$ cat src/rtl/controls_pipeline_pkg.sv
// Shared state encodings, control-output bundles and helpers for controls_pipeline_gen2.
package controls_pipeline_pkg;

    typedef enum logic [2:0] {
        StReset             = 3'd0,
        StWait              = 3'd1,
        StUploadData        = 3'd2,
        StReadMemory        = 3'd3,
        StProcessing        = 3'd4,
        StRefreshInstMemory = 3'd5,
        StStepReset         = 3'd6,
        StStepProcessing    = 3'd7
    } state_e;

    typedef struct packed {
        logic wr_memory_fg;
        logic memory_fg_selector;
        logic wr_register;
        logic registers_reset;
        logic reset_counter_x;
    } ctrl_t;

    localparam ctrl_t CtrlReset   = 5'b00000;
    localparam ctrl_t CtrlSeq     = 5'b01010;
    localparam ctrl_t CtrlUpload  = 5'b01110;
    localparam ctrl_t CtrlProcess = 5'b01011;
    localparam ctrl_t CtrlRefresh = 5'b10000;

    // Never returns less than 1 so single-entry fields stay legal.
    function automatic int unsigned clog2(input int unsigned value);
        int unsigned r;
        r = 0;
        for (int unsigned v = value - 1; v > 0; v = v >> 1) begin
            r++;
        end
        return (r == 0) ? 1 : r;
    endfunction

    function automatic ctrl_t ctrl_of(input state_e s);
        case (s)
            StStepReset, StReadMemory,
            StStepProcessing, StWait:  return CtrlSeq;
            StUploadData:              return CtrlUpload;
            StProcessing:              return CtrlProcess;
            StRefreshInstMemory:       return CtrlRefresh;
            default:                   return CtrlReset;
        endcase
    endfunction

endpackage

$ cat src/rtl/lane_counter.sv
// Modulo-NUM_LANES counter with clear, hold and enable; drives the register-bank read lane.
module lane_counter
    import controls_pipeline_pkg::*;
#(
    parameter int unsigned NUM_LANES = 4,
    localparam int unsigned RA_W = clog2(NUM_LANES)
) (
    input  logic            clk,
    input  logic            reset,
    input  logic            clear,
    input  logic            hold,
    input  logic            enable,
    output logic [RA_W-1:0] count
);

    always_ff @(posedge clk) begin
        if (reset || clear) begin
            count <= '0;
        end else if (hold) begin
            count <= count;
        end else if (enable) begin
            count <= (count == RA_W'(NUM_LANES - 1)) ? '0 : count + 1'b1;
        end
    end

endmodule

$ cat src/rtl/controls_pipeline_gen2.sv
// Co-processor control sequencer: per-frame register reset, instruction load, lane stepping.
// Optional macro FRAME_CNT_EN adds a 16-bit frame_count output.
module controls_pipeline_gen2
    import controls_pipeline_pkg::*;
#(
    parameter int unsigned INST_DEPTH = 16,
    parameter int unsigned NUM_LANES  = 4,
    parameter int unsigned H_START    = 10,
    parameter int unsigned H_ACTIVE   = 640,
    parameter int unsigned V_LAST     = 523,
    parameter int unsigned CNT_W      = 10,
    localparam int unsigned IA_W = clog2(INST_DEPTH),
    localparam int unsigned RA_W = clog2(NUM_LANES)
) (
    input  logic             clk,
    input  logic             reset,
    input  logic             printtingScreen,
    input  logic             hold,
    input  logic [CNT_W-1:0] counter_x,
    input  logic [CNT_W-1:0] vga_x,
    input  logic [CNT_W-1:0] vga_y,
    output logic             wr_memory_fg,
    output logic             memory_fg_selector,
    output logic             wr_register,
    output logic             registers_reset,
    output logic             reset_counter_x,
    output logic [IA_W-1:0]  register_w_address,
    output logic [RA_W-1:0]  register_r_address,
    output logic [IA_W-1:0]  memory_read_address,
    output logic             load_done,
    output logic             frame_done
`ifdef FRAME_CNT_EN
    ,
    output logic [15:0]      frame_count
`endif
);

    state_e          state_q, state_d;
    ctrl_t           ctrl_q;
    logic [IA_W-1:0] addr_q, addr_d;
    logic            host_req;
    logic            in_window;
    logic            lane_clear, lane_enable;

    // Host may only reclaim the memory before the last line of the frame.
    assign host_req  = !printtingScreen && (vga_y < CNT_W'(V_LAST));
    assign in_window = (vga_x >= CNT_W'(H_START)) && (vga_x < CNT_W'(H_ACTIVE));

    always_comb begin
        state_d = state_q;
        addr_d  = '0;
        case (state_q)
            StReset:      state_d = StStepReset;
            StStepReset:  state_d = StReadMemory;
            StReadMemory: begin
                state_d = StUploadData;
                addr_d  = addr_q;
            end
            StUploadData: begin
                if (addr_q == IA_W'(INST_DEPTH - 1)) begin
                    state_d = StStepProcessing;
                end else begin
                    state_d = StReadMemory;
                    addr_d  = addr_q + 1'b1;
                end
            end
            StStepProcessing: state_d = StProcessing;
            StProcessing: begin
                if (host_req) begin
                    state_d = StRefreshInstMemory;
                end else if (!hold && (counter_x >= CNT_W'(H_ACTIVE))) begin
                    state_d = StWait;
                end
            end
            StWait: begin
                if (host_req) begin
                    state_d = StRefreshInstMemory;
                end else if (in_window) begin
                    state_d = StProcessing;
                end
            end
            StRefreshInstMemory: begin
                if (vga_y >= CNT_W'(V_LAST)) begin
                    state_d = StReset;
                end
            end
            default: state_d = StReset;
        endcase
    end

    // The lane only advances while staying in PROCESSING; any other destination zeroes it.
    assign lane_clear  = (state_d != StProcessing);
    assign lane_enable = (state_q == StProcessing) && (state_d == StProcessing);

    lane_counter #(
        .NUM_LANES (NUM_LANES)
    ) u_lane_counter (
        .clk    (clk),
        .reset  (reset),
        .clear  (lane_clear),
        .hold   (hold),
        .enable (lane_enable),
        .count  (register_r_address)
    );

    always_ff @(posedge clk) begin
        if (reset) begin
            state_q    <= StReset;
            ctrl_q     <= CtrlReset;
            addr_q     <= '0;
            load_done  <= 1'b0;
            frame_done <= 1'b0;
        end else begin
            state_q    <= state_d;
            ctrl_q     <= ctrl_of(state_d);
            addr_q     <= addr_d;
            load_done  <= (state_d == StStepProcessing);
            frame_done <= (state_q == StRefreshInstMemory) && (state_d == StReset);
        end
    end

`ifdef FRAME_CNT_EN
    always_ff @(posedge clk) begin
        if (reset) begin
            frame_count <= '0;
        end else if ((state_q == StRefreshInstMemory) && (state_d == StReset)) begin
            frame_count <= frame_count + 16'd1;
        end
    end
`endif

    assign wr_memory_fg        = ctrl_q.wr_memory_fg;
    assign memory_fg_selector  = ctrl_q.memory_fg_selector;
    assign wr_register         = ctrl_q.wr_register;
    assign registers_reset     = ctrl_q.registers_reset;
    assign reset_counter_x     = ctrl_q.reset_counter_x;
    assign register_w_address  = addr_q;
    assign memory_read_address = addr_q;

endmodule

$ cat config.mk
export PLATFORM = sky130hd
export DESIGN_NAME = controls_pipeline_gen2
export DESIGN_NICKNAME = d
export VERILOG_FILES = /design/src/rtl/controls_pipeline_pkg.sv /design/src/rtl/lane_counter.sv /design/src/rtl/controls_pipeline_gen2.sv
export SDC_FILE = /design/constraint.sdc
export NUM_CORES = 1
export LEC_CHECK = 0
export ABC_AREA = 1
export ABC_CLOCK_PERIOD_IN_PS = 4200
export CAP_MARGIN = 20
export CELL_PAD_IN_SITES_DETAIL_PLACEMENT = 0
export CELL_PAD_IN_SITES_GLOBAL_PLACEMENT = 2
export CORE_MARGIN = 4
export CORE_UTILIZATION = 29
export DETAILED_ROUTE_END_ITERATION = 7
export DONT_BUFFER_PORTS = 1
export GPL_TIMING_DRIVEN = 0
export PLACE_DENSITY_LB_ADDON = 0.1
export SYNTH_ARGS = -nofsm -noshare
export SYNTH_HDL_FRONTEND = slang
export SYNTH_HIERARCHICAL = 1
export SYNTH_SLANG_ARGS = --single-unit
$ cat constraint.sdc
create_clock -name clk -period 4.2 [get_ports clk]
set_input_delay 1.05 -clock clk [delete_from_list [all_inputs] [get_ports clk]]
set_output_delay 1.05 -clock clk [all_outputs]
set_load 0.03 [all_outputs]
==> results of run 1 <==
==> layout make-up <==
class / count / area [sq um] / share of cell area
buffer: 6 / 41.3 / 0.0444
clock buffer: 4 / 26.3 / 0.0283
inverter: 21 / 78.8 / 0.0848
multi-input combinational: 95 / 444 / 0.478
sequential: 15 / 300 / 0.323
tap: 31 / 38.8 / 0.0417
==> cells by family (layout without fill, tap and decap cells) <==
family,count (synthesis),in the layout,synth area share
compound gates,14,14,0.0999
buf+inv,27,31,0.139
simple gates,79,79,0.385
fa+ha+maj,2,2,0.0289
flops,15,15,0.347
==> sequential cells by signal, indices dropped and copies added (netlist names) <==
register and flops:
reset_counter_x 1, u_lane_counter/count 2, wr_register 1, memory_read_address 4
wr_memory_fg 1, state_q 3, load_done 1, frame_done 1
memory_fg_selector 1
==> layer usage <==
metal | routed length [microns] | global-route usage
met1 | 855 | 0.119
met2 | 866 | 0.170
met3 | 183 | 0.0522
met4 | 9 | 0.0165
met5 | 0 | 0
==> layout by cell type, fill, tap and decap left out <==
cell type and instances:
sky130_fd_sc_hd__nand2_1 32, sky130_fd_sc_hd__nor2_1 27, sky130_fd_sc_hd__inv_1 17, sky130_fd_sc_hd__dfxtp_1 15
sky130_fd_sc_hd__nand3_1 9, sky130_fd_sc_hd__a21oi_1 6, sky130_fd_sc_hd__nor3_1 5, sky130_fd_sc_hd__buf_4 5
sky130_fd_sc_hd__inv_2 4, sky130_fd_sc_hd__o21ai_0 4, sky130_fd_sc_hd__clkbuf_4 3, sky130_fd_sc_hd__nand2_2 2
sky130_fd_sc_hd__nand4_1 2, sky130_fd_sc_hd__clkbuf_1 2, sky130_fd_sc_hd__ha_1 2, sky130_fd_sc_hd__nor3_2 1
sky130_fd_sc_hd__o211ai_2 1, sky130_fd_sc_hd__o21a_1 1, sky130_fd_sc_hd__nor2_2 1, sky130_fd_sc_hd__a211oi_1 1
sky130_fd_sc_hd__a32oi_1 1
==> worst reg2reg max path: stages, from the launching register on <==
cell and delay, ns:
sky130_fd_sc_hd__dfxtp_1 0.63, sky130_fd_sc_hd__ha_1 0.25, sky130_fd_sc_hd__nand2_1 0.07, sky130_fd_sc_hd__nor2_1 0.15, sky130_fd_sc_hd__nand2_1 0.09, sky130_fd_sc_hd__nand3_1 0.09
sky130_fd_sc_hd__nor2_1 0.05, sky130_fd_sc_hd__nand2_1 0.06, sky130_fd_sc_hd__nor2_2 0.05, sky130_fd_sc_hd__nand2_2 0.07, sky130_fd_sc_hd__nand2_1 0.06, sky130_fd_sc_hd__nor3_1 0.28
sky130_fd_sc_hd__nand2_1 0.13, sky130_fd_sc_hd__nand2_1 0.07, sky130_fd_sc_hd__nand2_1 0.04, sky130_fd_sc_hd__nor2_1 0.07
==> power groups by stage <==
stage | logic [mW] | registers (mW) | clock network, mW
5_1_grt | 0.183 | 0.212 | 0.0986
3_3_place_gp | 0.159 | 0.212 | 0
2_1_floorplan | 0.133 | 0.206 | 0
6_report | 0.156 | 0.207 | 0.0830
4_1_cts | 0.159 | 0.208 | 0.0877
3_5_place_dp | 0.158 | 0.211 | 0
==> how the worst max path moves through the flow <==
stage | startpoint | to | slack, ns | cells after the start
floorplan | vga_y[6] | u_lane_counter/count[0] | 1.92 | 14
global placement | counter_x[8] | u_lane_counter/count[0] | 1.73 | 8
detailed placement | vga_y[6] | u_lane_counter/count[0] | 1.68 | 14
CTS | memory_read_address[0] | u_lane_counter/count[0] | 1.93 | 15
global route | memory_read_address[0] | u_lane_counter/count[0] | 1.68 | 15
finish | memory_read_address[0] | u_lane_counter/count[0] | 1.96 | 15
==> metrics.txt, run 1 <==
# TYPE chip_impl_metric gauge
chip_impl_metric{name="first_global_vias",unit=""} 763
chip_impl_info{name="hold_path_startpoint",value="state_q[1]"} 1
chip_impl_metric{name="routedWlPerCell",unit="microns"} 11.1
chip_impl_metric{name="dpl_cell_area",unit="sq um"} 903
chip_impl_metric{name="antenna_found_initial",unit=""} 0
chip_impl_metric{name="ant_nets",unit=""} 0
chip_impl_metric{name="hold_violations_final",unit=""} 0
chip_impl_info{name="worst_hold_path.endpoint",value="load_done"} 1
chip_impl_metric{name="vias",unit=""} 799
chip_impl_metric{name="required",unit="ns"} 4.43
chip_impl_metric{name="final.setup_skew",unit="ns"} 0.00465
chip_impl_info{name="post-synth-top-count-cell",value="sky130_fd_sc_hd__nand2_1"} 1
chip_impl_metric{name="synth_cell_types",unit=""} 20
chip_impl_metric{name="design.die.area",unit="sq mm"} 0.00392
chip_impl_info{name="cts_tree",value="built"} 1
chip_impl_metric{name="vias_per_cell",unit=""} 4.65
chip_impl_metric{name="switching_share_of_power",unit=""} 0.437
chip_impl_metric{name="placed_cells_incl_taps",unit=""} 168
chip_impl_metric{name="worst_case_vdd_ir_drop",unit="uV"} 163
chip_impl_metric{name="postSynth.asyncResetShare",unit=""} 0
chip_impl_metric{name="overflow_after_grt",unit=""} 0
chip_impl_metric{name="cts_buffers",unit=""} 3
chip_impl_metric{name="worst_slack",unit="ns"} 1.96
chip_impl_info{name="endpoint_kind_of_the_worst_setup_timing_path",value="flop"} 1
chip_impl_metric{name="clk_latency",unit="ns"} 0.28
chip_impl_metric{name="comb_power_share",unit=""} 0.349
chip_impl_metric{name="synth_enable_flop_cells",unit=""} 0
chip_impl_metric{name="clock_sink_count",unit=""} 15
chip_impl_metric{name="post-route-period-util",unit=""} 0.532
chip_impl_metric{name="cts_hold_buffers",unit=""} 0
chip_impl_metric{name="final_util",unit=""} 0.331
chip_impl_metric{name="dpl.hpwl",unit="mm"} 1.59
chip_impl_metric{name="clkTransAtPathRegs",unit="ns"} 0.09
chip_impl_metric{name="timing.hold.ws",unit="ns"} 0.662
chip_impl_metric{name="wl",unit="mm"} 1.92
chip_impl_metric{name="tightest_slew",unit="ns"} 0.482
chip_impl_metric{name="drc_errors",unit=""} 0
chip_impl_metric{name="fin_cells",unit=""} 172
chip_impl_metric{name="max_freq",unit="MHz"} 447
chip_impl_info{name="path_common_cell",value="sky130_fd_sc_hd__nand2_1"} 1
chip_impl_metric{name="final_nets",unit=""} 178
chip_impl_metric{name="power-per-cell-area",unit="mW/mm^2"} 480
chip_impl_metric{name="p_switching",unit="mW"} 0.195
chip_impl_metric{name="min_period",unit="ns"} 2.24
chip_impl_info{name="slowest_stage",value="sky130_fd_sc_hd__dfxtp_1"} 1
chip_impl_metric{name="postCtsResizedCells",unit=""} 0
chip_impl_metric{name="critPathMaxFanout",unit=""} 7
chip_impl_metric{name="finish.instance_area",unit="sq um"} 930
chip_impl_info{name="synth.largest_area_cell",value="sky130_fd_sc_hd__dfxtp_1"} 1
chip_impl_info{name="rr_endpoint",value="u_lane_counter/count[0]"} 1
chip_impl_metric{name="place_ws",unit="ns"} 1.68
chip_impl_info{name="min_path_type",value="reg2reg"} 1
chip_impl_metric{name="antenna_cells",unit=""} 0
chip_impl_info{name="startpoint_to_endpoint_class_of_the_critical_path",value="reg2reg"} 1
chip_impl_info{name="post_synth_main_area_contributors",value="sky130_fd_sc_hd__dfxtp_1, sky130_fd_sc_hd__nand2_1, sky130_fd_sc_hd__nor2_1, sky130_fd_sc_hd__inv_1, sky130_fd_sc_hd__nand3_1"} 1
chip_impl_metric{name="grt_start_max_net_pins",unit=""} 11
chip_impl_metric{name="setup_viol",unit=""} 0
chip_impl_metric{name="max-cap-violations",unit=""} 0
chip_impl_metric{name="core_area",unit="sq mm"} 0.00281
chip_impl_info{name="critical_path.startpoint_type",value="flop"} 1
chip_impl_metric{name="internal-power",unit="mW"} 0.251
chip_impl_metric{name="post_synth_inst_count",unit=""} 137
chip_impl_metric{name="post_route_cells_drive_above_1_share",unit=""} 0.121
chip_impl_metric{name="syn_area_per_cell",unit="sq um"} 6.31
chip_impl_metric{name="yosys_register_bits",unit=""} 15
chip_impl_metric{name="netlist_area",unit="sq um"} 865
chip_impl_metric{name="postSynthNetCount",unit=""} 173
chip_impl_metric{name="boundaryPins",unit=""} 51
chip_impl_info{name="crit_family",value="simple AND/OR/NAND/NOR gates"} 1
chip_impl_metric{name="clock_path_buffers",unit=""} 2
chip_impl_metric{name="cts.htree.levels",unit=""} 1
chip_impl_metric{name="p_seq_frac",unit=""} 0.465
chip_impl_metric{name="worstPathBufferInverterCount",unit=""} 0
chip_impl_metric{name="initial_cell_density_of_the_core",unit=""} 0.308
chip_impl_metric{name="power.clock.fraction",unit=""} 0.186
chip_impl_metric{name="max-slew-margin-rel",unit=""} 0.676
chip_impl_info{name="rsz0062_at_grt",value="no"} 1
chip_impl_metric{name="critical_path.max_stage_delay",unit="ns"} 0.63
chip_impl_info{name="yosys_most_used_dff",value="sky130_fd_sc_hd__dfxtp_1"} 1
chip_impl_metric{name="leakagePower",unit="nW"} 0.436
chip_impl_metric{name="syn_to_final_growth",unit="%"} 7.53
chip_impl_info{name="clock-root-buffer",value="sky130_fd_sc_hd__clkbuf_4"} 1
chip_impl_info{name="most_numerous_cell_types_in_the_synthesized_netlist",value="sky130_fd_sc_hd__nand2_1, sky130_fd_sc_hd__nor2_1, sky130_fd_sc_hd__inv_1"} 1
chip_impl_info{name="crit-reg2reg-launch",value="memory_read_address[0]"} 1
chip_impl_metric{name="cp_data_arrival_time",unit="ns"} 2.46
chip_impl_metric{name="die_h",unit="microns"} 62.6
chip_impl_metric{name="gr-usage-all-layers",unit=""} 0.103
chip_impl_metric{name="drt_first_iter_violations",unit=""} 17
chip_impl_metric{name="reg2reg_setup_slack",unit="ns"} 1.96
chip_impl_metric{name="final_layout_setup_total_negative_slack",unit="ns"} 0
chip_impl_metric{name="cell_row_count",unit=""} 19
chip_impl_metric{name="wire_length_of_the_first_global_routing_pass",unit="mm"} 3.24
chip_impl_metric{name="synth_warnings",unit=""} 6
chip_impl_metric{name="synthDominantCellAreaShare",unit=""} 0.347
chip_impl_metric{name="synth_seq_area_share",unit=""} 0.347
chip_impl_metric{name="fin_total_pwr",unit="mW"} 0.446
chip_impl_info{name="status",value="finished, final reports clean"} 1
chip_impl_metric{name="timing.final.max_slew_violations",unit=""} 0
chip_impl_metric{name="port-buffer-count",unit=""} 0
chip_impl_metric{name="routabilityCongestion",unit=""} 0.760
chip_impl_metric{name="fillerInstances",unit=""} 320
chip_impl_metric{name="r2r.worst_path.cells",unit=""} 15
chip_impl_info{name="worstPathCellList",value="ha_1, nand2_1, nor2_1, nand2_1, nand3_1, nor2_1, nand2_1, nor2_2, nand2_2, nand2_1, nor3_1, nand2_1, nand2_1, nand2_1, nor2_1"} 1
chip_impl_metric{name="min_delay_path_depth",unit=""} 4
chip_impl_metric{name="postCtsSetupBuffers",unit=""} 0
chip_impl_metric{name="firstDrtPassIters",unit=""} 4
chip_impl_metric{name="dieWidth",unit="microns"} 62.6
No activity file was read; power rests on OpenSTA's default activity.
==> run 2, diff against run 1 <==
- ABC_CLOCK_PERIOD_IN_PS: 4200 -> 2200
- CORE_UTILIZATION: 29 -> 28
- clock period: 4.2 -> 2.2 ns (I/O delays scaled with it)
==> run 2 against run 1 <==
  * Routed wire length rose by 4.2%
  * First-iteration DRC count increased by 5.9%
  * Count of clock-buffer cells in the layout stayed put
  * Via count is 2.4% higher
  * Core utilization down 0.29 points
  * Register-to-register slack got worse by 1.8 ns
  * Fmax up 13%
  * Critical path depth shrank 1
  * Non-clock buffer count stayed put
  * Clock skew is 0.0020 ns lower
==> metrics.txt, run 2 (synthesis gave the netlist of run 1 again) <==
# TYPE chip_impl_metric gauge
chip_impl_metric{name="finish.instance_area",unit="sq um"} 937
chip_impl_metric{name="place_ws",unit="ns"} -0.0512
chip_impl_info{name="crit_path_start",value="memory_read_address[0]"} 1
chip_impl_metric{name="worst_case_vdd_ir_drop",unit="uV"} 399
chip_impl_metric{name="routabilityCongestion",unit=""} 0.735
chip_impl_metric{name="firstDrtPassIters",unit=""} 4
chip_impl_metric{name="post-route-period-util",unit=""} 0.903
chip_impl_metric{name="drc_errors",unit=""} 0
chip_impl_metric{name="routedWlPerCell",unit="microns"} 11.6
chip_impl_metric{name="first_global_vias",unit=""} 733
chip_impl_metric{name="vias_per_cell",unit=""} 4.76
chip_impl_metric{name="vias",unit=""} 818
chip_impl_info{name="startpoint_to_endpoint_class_of_the_critical_path",value="reg2reg"} 1
chip_impl_metric{name="drt_first_iter_violations",unit=""} 18
chip_impl_info{name="path_common_cell",value="sky130_fd_sc_hd__nand2_1"} 1
chip_impl_info{name="status",value="finished, final reports clean"} 1
chip_impl_info{name="layout_common_cells",value="sky130_fd_sc_hd__nand2_1, sky130_fd_sc_hd__nor2_1, sky130_fd_sc_hd__inv_1"} 1
chip_impl_info{name="worstPathCellList",value="ha_1, nand2_1, nor2_1, nand2_1, nand3_1, nor2_1, nand2_1, nor2_2, nand2_2, nand2_1, nor3_2, nand2_1, nor2_1, nor2_1"} 1
chip_impl_info{name="crit_family",value="simple AND/OR/NAND/NOR gates"} 1
chip_impl_info{name="mostFrequentLayoutCell",value="sky130_fd_sc_hd__nand2_1"} 1
chip_impl_metric{name="fillerInstances",unit=""} 350
chip_impl_metric{name="worstPathBufferInverterCount",unit=""} 0
chip_impl_info{name="slowest_stage",value="sky130_fd_sc_hd__dfxtp_2"} 1
chip_impl_metric{name="placed_cells_incl_taps",unit=""} 168
chip_impl_metric{name="min_period",unit="ns"} 1.99
chip_impl_metric{name="antenna_found_initial",unit=""} 0
chip_impl_metric{name="final_nets",unit=""} 178
chip_impl_metric{name="r2r.worst_path.cells",unit=""} 14
chip_impl_info{name="worstSetupEndpoint",value="u_lane_counter/count[0]"} 1
chip_impl_metric{name="final_layout_setup_total_negative_slack",unit="ns"} 0
chip_impl_metric{name="final.setup_skew",unit="ns"} 0.00268
chip_impl_metric{name="syn_to_final_growth",unit="%"} 8.39
chip_impl_info{name="critical_path.startpoint_type",value="flop"} 1
chip_impl_metric{name="cts_hold_buffers",unit=""} 0
chip_impl_info{name="crit-reg2reg-launch",value="memory_read_address[0]"} 1
chip_impl_metric{name="reg2reg_setup_slack",unit="ns"} 0.21
chip_impl_metric{name="cell_row_count",unit=""} 19
chip_impl_metric{name="cp.depth",unit=""} 14
chip_impl_metric{name="hold_violations_final",unit=""} 0
chip_impl_info{name="rsz0062_at_grt",value="no"} 1
chip_impl_metric{name="wire_length_of_the_first_global_routing_pass",unit="mm"} 3.11
chip_impl_metric{name="die_h",unit="microns"} 63.6
chip_impl_metric{name="initial_cell_density_of_the_core",unit=""} 0.303
chip_impl_metric{name="wl",unit="mm"} 2.00
chip_impl_metric{name="dieWidth",unit="microns"} 63.6
chip_impl_metric{name="design.die.area",unit="sq mm"} 0.00404
chip_impl_metric{name="tightest_slew",unit="ns"} 0.540
chip_impl_metric{name="antenna_cells",unit=""} 0
chip_impl_info{name="rr_endpoint",value="u_lane_counter/count[0]"} 1
chip_impl_metric{name="max-cap-violations",unit=""} 0
chip_impl_metric{name="leakagePower",unit="nW"} 0.437
chip_impl_info{name="clock-root-buffer",value="sky130_fd_sc_hd__clkbuf_4"} 1
chip_impl_metric{name="gr-usage-all-layers",unit=""} 0.0978
chip_impl_metric{name="ant_nets",unit=""} 0
chip_impl_info{name="endpoint_kind_of_the_worst_setup_timing_path",value="flop"} 1
chip_impl_info{name="min_path_type",value="in2reg"} 1
chip_impl_metric{name="grt_start_max_net_pins",unit=""} 11
chip_impl_metric{name="clk_latency",unit="ns"} 0.28
chip_impl_metric{name="dpl.hpwl",unit="mm"} 1.65
chip_impl_metric{name="clkTransAtPathRegs",unit="ns"} 0.09
chip_impl_metric{name="worst_slack",unit="ns"} 0.214
chip_impl_info{name="hold_path_startpoint",value="reset"} 1
chip_impl_info{name="cts_tree",value="built"} 1
chip_impl_metric{name="clock_sink_count",unit=""} 15
chip_impl_metric{name="required",unit="ns"} 2.39
chip_impl_metric{name="port-buffer-count",unit=""} 0
chip_impl_metric{name="setup_viol",unit=""} 0
chip_impl_metric{name="clock_path_buffers",unit=""} 2
chip_impl_metric{name="critPathMaxFanout",unit=""} 7
chip_impl_metric{name="cts_buffers",unit=""} 3
chip_impl_metric{name="overflow_after_grt",unit=""} 0
chip_impl_metric{name="max-slew-margin-rel",unit=""} 0.637
chip_impl_metric{name="timing.final.max_slew_violations",unit=""} 0
chip_impl_metric{name="boundaryPins",unit=""} 51
chip_impl_metric{name="core_area",unit="sq mm"} 0.00285
chip_impl_metric{name="post_route_cells_drive_above_1_share",unit=""} 0.142
chip_impl_metric{name="dpl_cell_area",unit="sq um"} 903
chip_impl_metric{name="cp_data_arrival_time",unit="ns"} 2.17
chip_impl_metric{name="largest_register_ff_count",unit=""} 4
chip_impl_metric{name="max_freq",unit="MHz"} 504
chip_impl_metric{name="critical_path.max_stage_delay",unit="ns"} 0.50
chip_impl_metric{name="fin_cells",unit=""} 172
chip_impl_metric{name="power-per-cell-area",unit="mW/mm^2"} 922
chip_impl_metric{name="cts.htree.levels",unit=""} 1
run 2: cell count changes in the layout (fill, tap and decap cells not counted):
cell / previous run / this run
sky130_fd_sc_hd__dfxtp_1: 15 / 13
sky130_fd_sc_hd__dfxtp_2: 0 / 2
sky130_fd_sc_hd__nor3_1: 5 / 4
sky130_fd_sc_hd__nor3_2: 1 / 2
run 2: how the worst min path moves through the flow:
| stage | to | slack, ns | cells past startpoint |
|---|---|---|---|
| detailed placement | memory_read_address[0] | 0.63 | 1 |
| global placement | memory_read_address[0] | 0.63 | 1 |
| global route | memory_read_address[0] | 0.30 | 1 |
| floorplan | load_done | 0.60 | 4 |
| CTS | memory_read_address[0] | 0.31 | 1 |
| finish | memory_read_address[0] | 0.33 | 1 |
run 2: through the flow:
step / total power, mW / utilization / hold slack (ns)
after floorplan: 0.646 / - / 0.600
after CTS: 0.872 / 0.327 / 0.313
after global routing: 0.939 / 0.329 / 0.302
final: 0.864 / 0.329 / 0.326
after detailed placement: 0.707 / 0.317 / 0.632
after global placement: 0.709 / 0.317 / 0.630
run 2: layout make-up:
type / count / area [sq um] / area share
Tap cell: 31 / 38.8 / 0.0414
Buffer: 6 / 41.3 / 0.0441
Multi-Input combinational cell: 95 / 449 / 0.479
Inverter: 21 / 78.8 / 0.0841
Clock buffer: 4 / 26.3 / 0.0280
Sequential cell: 15 / 303 / 0.323
run 2: where the power goes:
| group | switching (mW) | leakage, nW | internal, mW | total (mW) |
|---|---|---|---|---|
| clock network | 0.0882 | 0.0150 | 0.0704 | 0.159 |
| registers | 0.0872 | 0.123 | 0.311 | 0.399 |
| logic | 0.207 | 0.299 | 0.0995 | 0.307 |
| total | 0.383 | 0.437 | 0.481 | 0.864 |
run 2: repair_timing:
| item | CTS | global route |
|---|---|---|
| cloned | 0 | 0 |
| setup endpoints to repair | 2 | 1 |
| pin swaps | 0 | 0 |
| gates resized for setup | 2 | 1 |
| setup buffers | 0 | 0 |
run 2: layer usage:
metal,part of all wire,track usage,vias to the layer above,wire [microns]
met2,0.48,0.172,30,962
met1,0.44,0.105,352,870
met4,0,0.0162,0,0
li1,-,-,436,-
met5,0,0,-,0
met3,0.081,0.0515,0,161
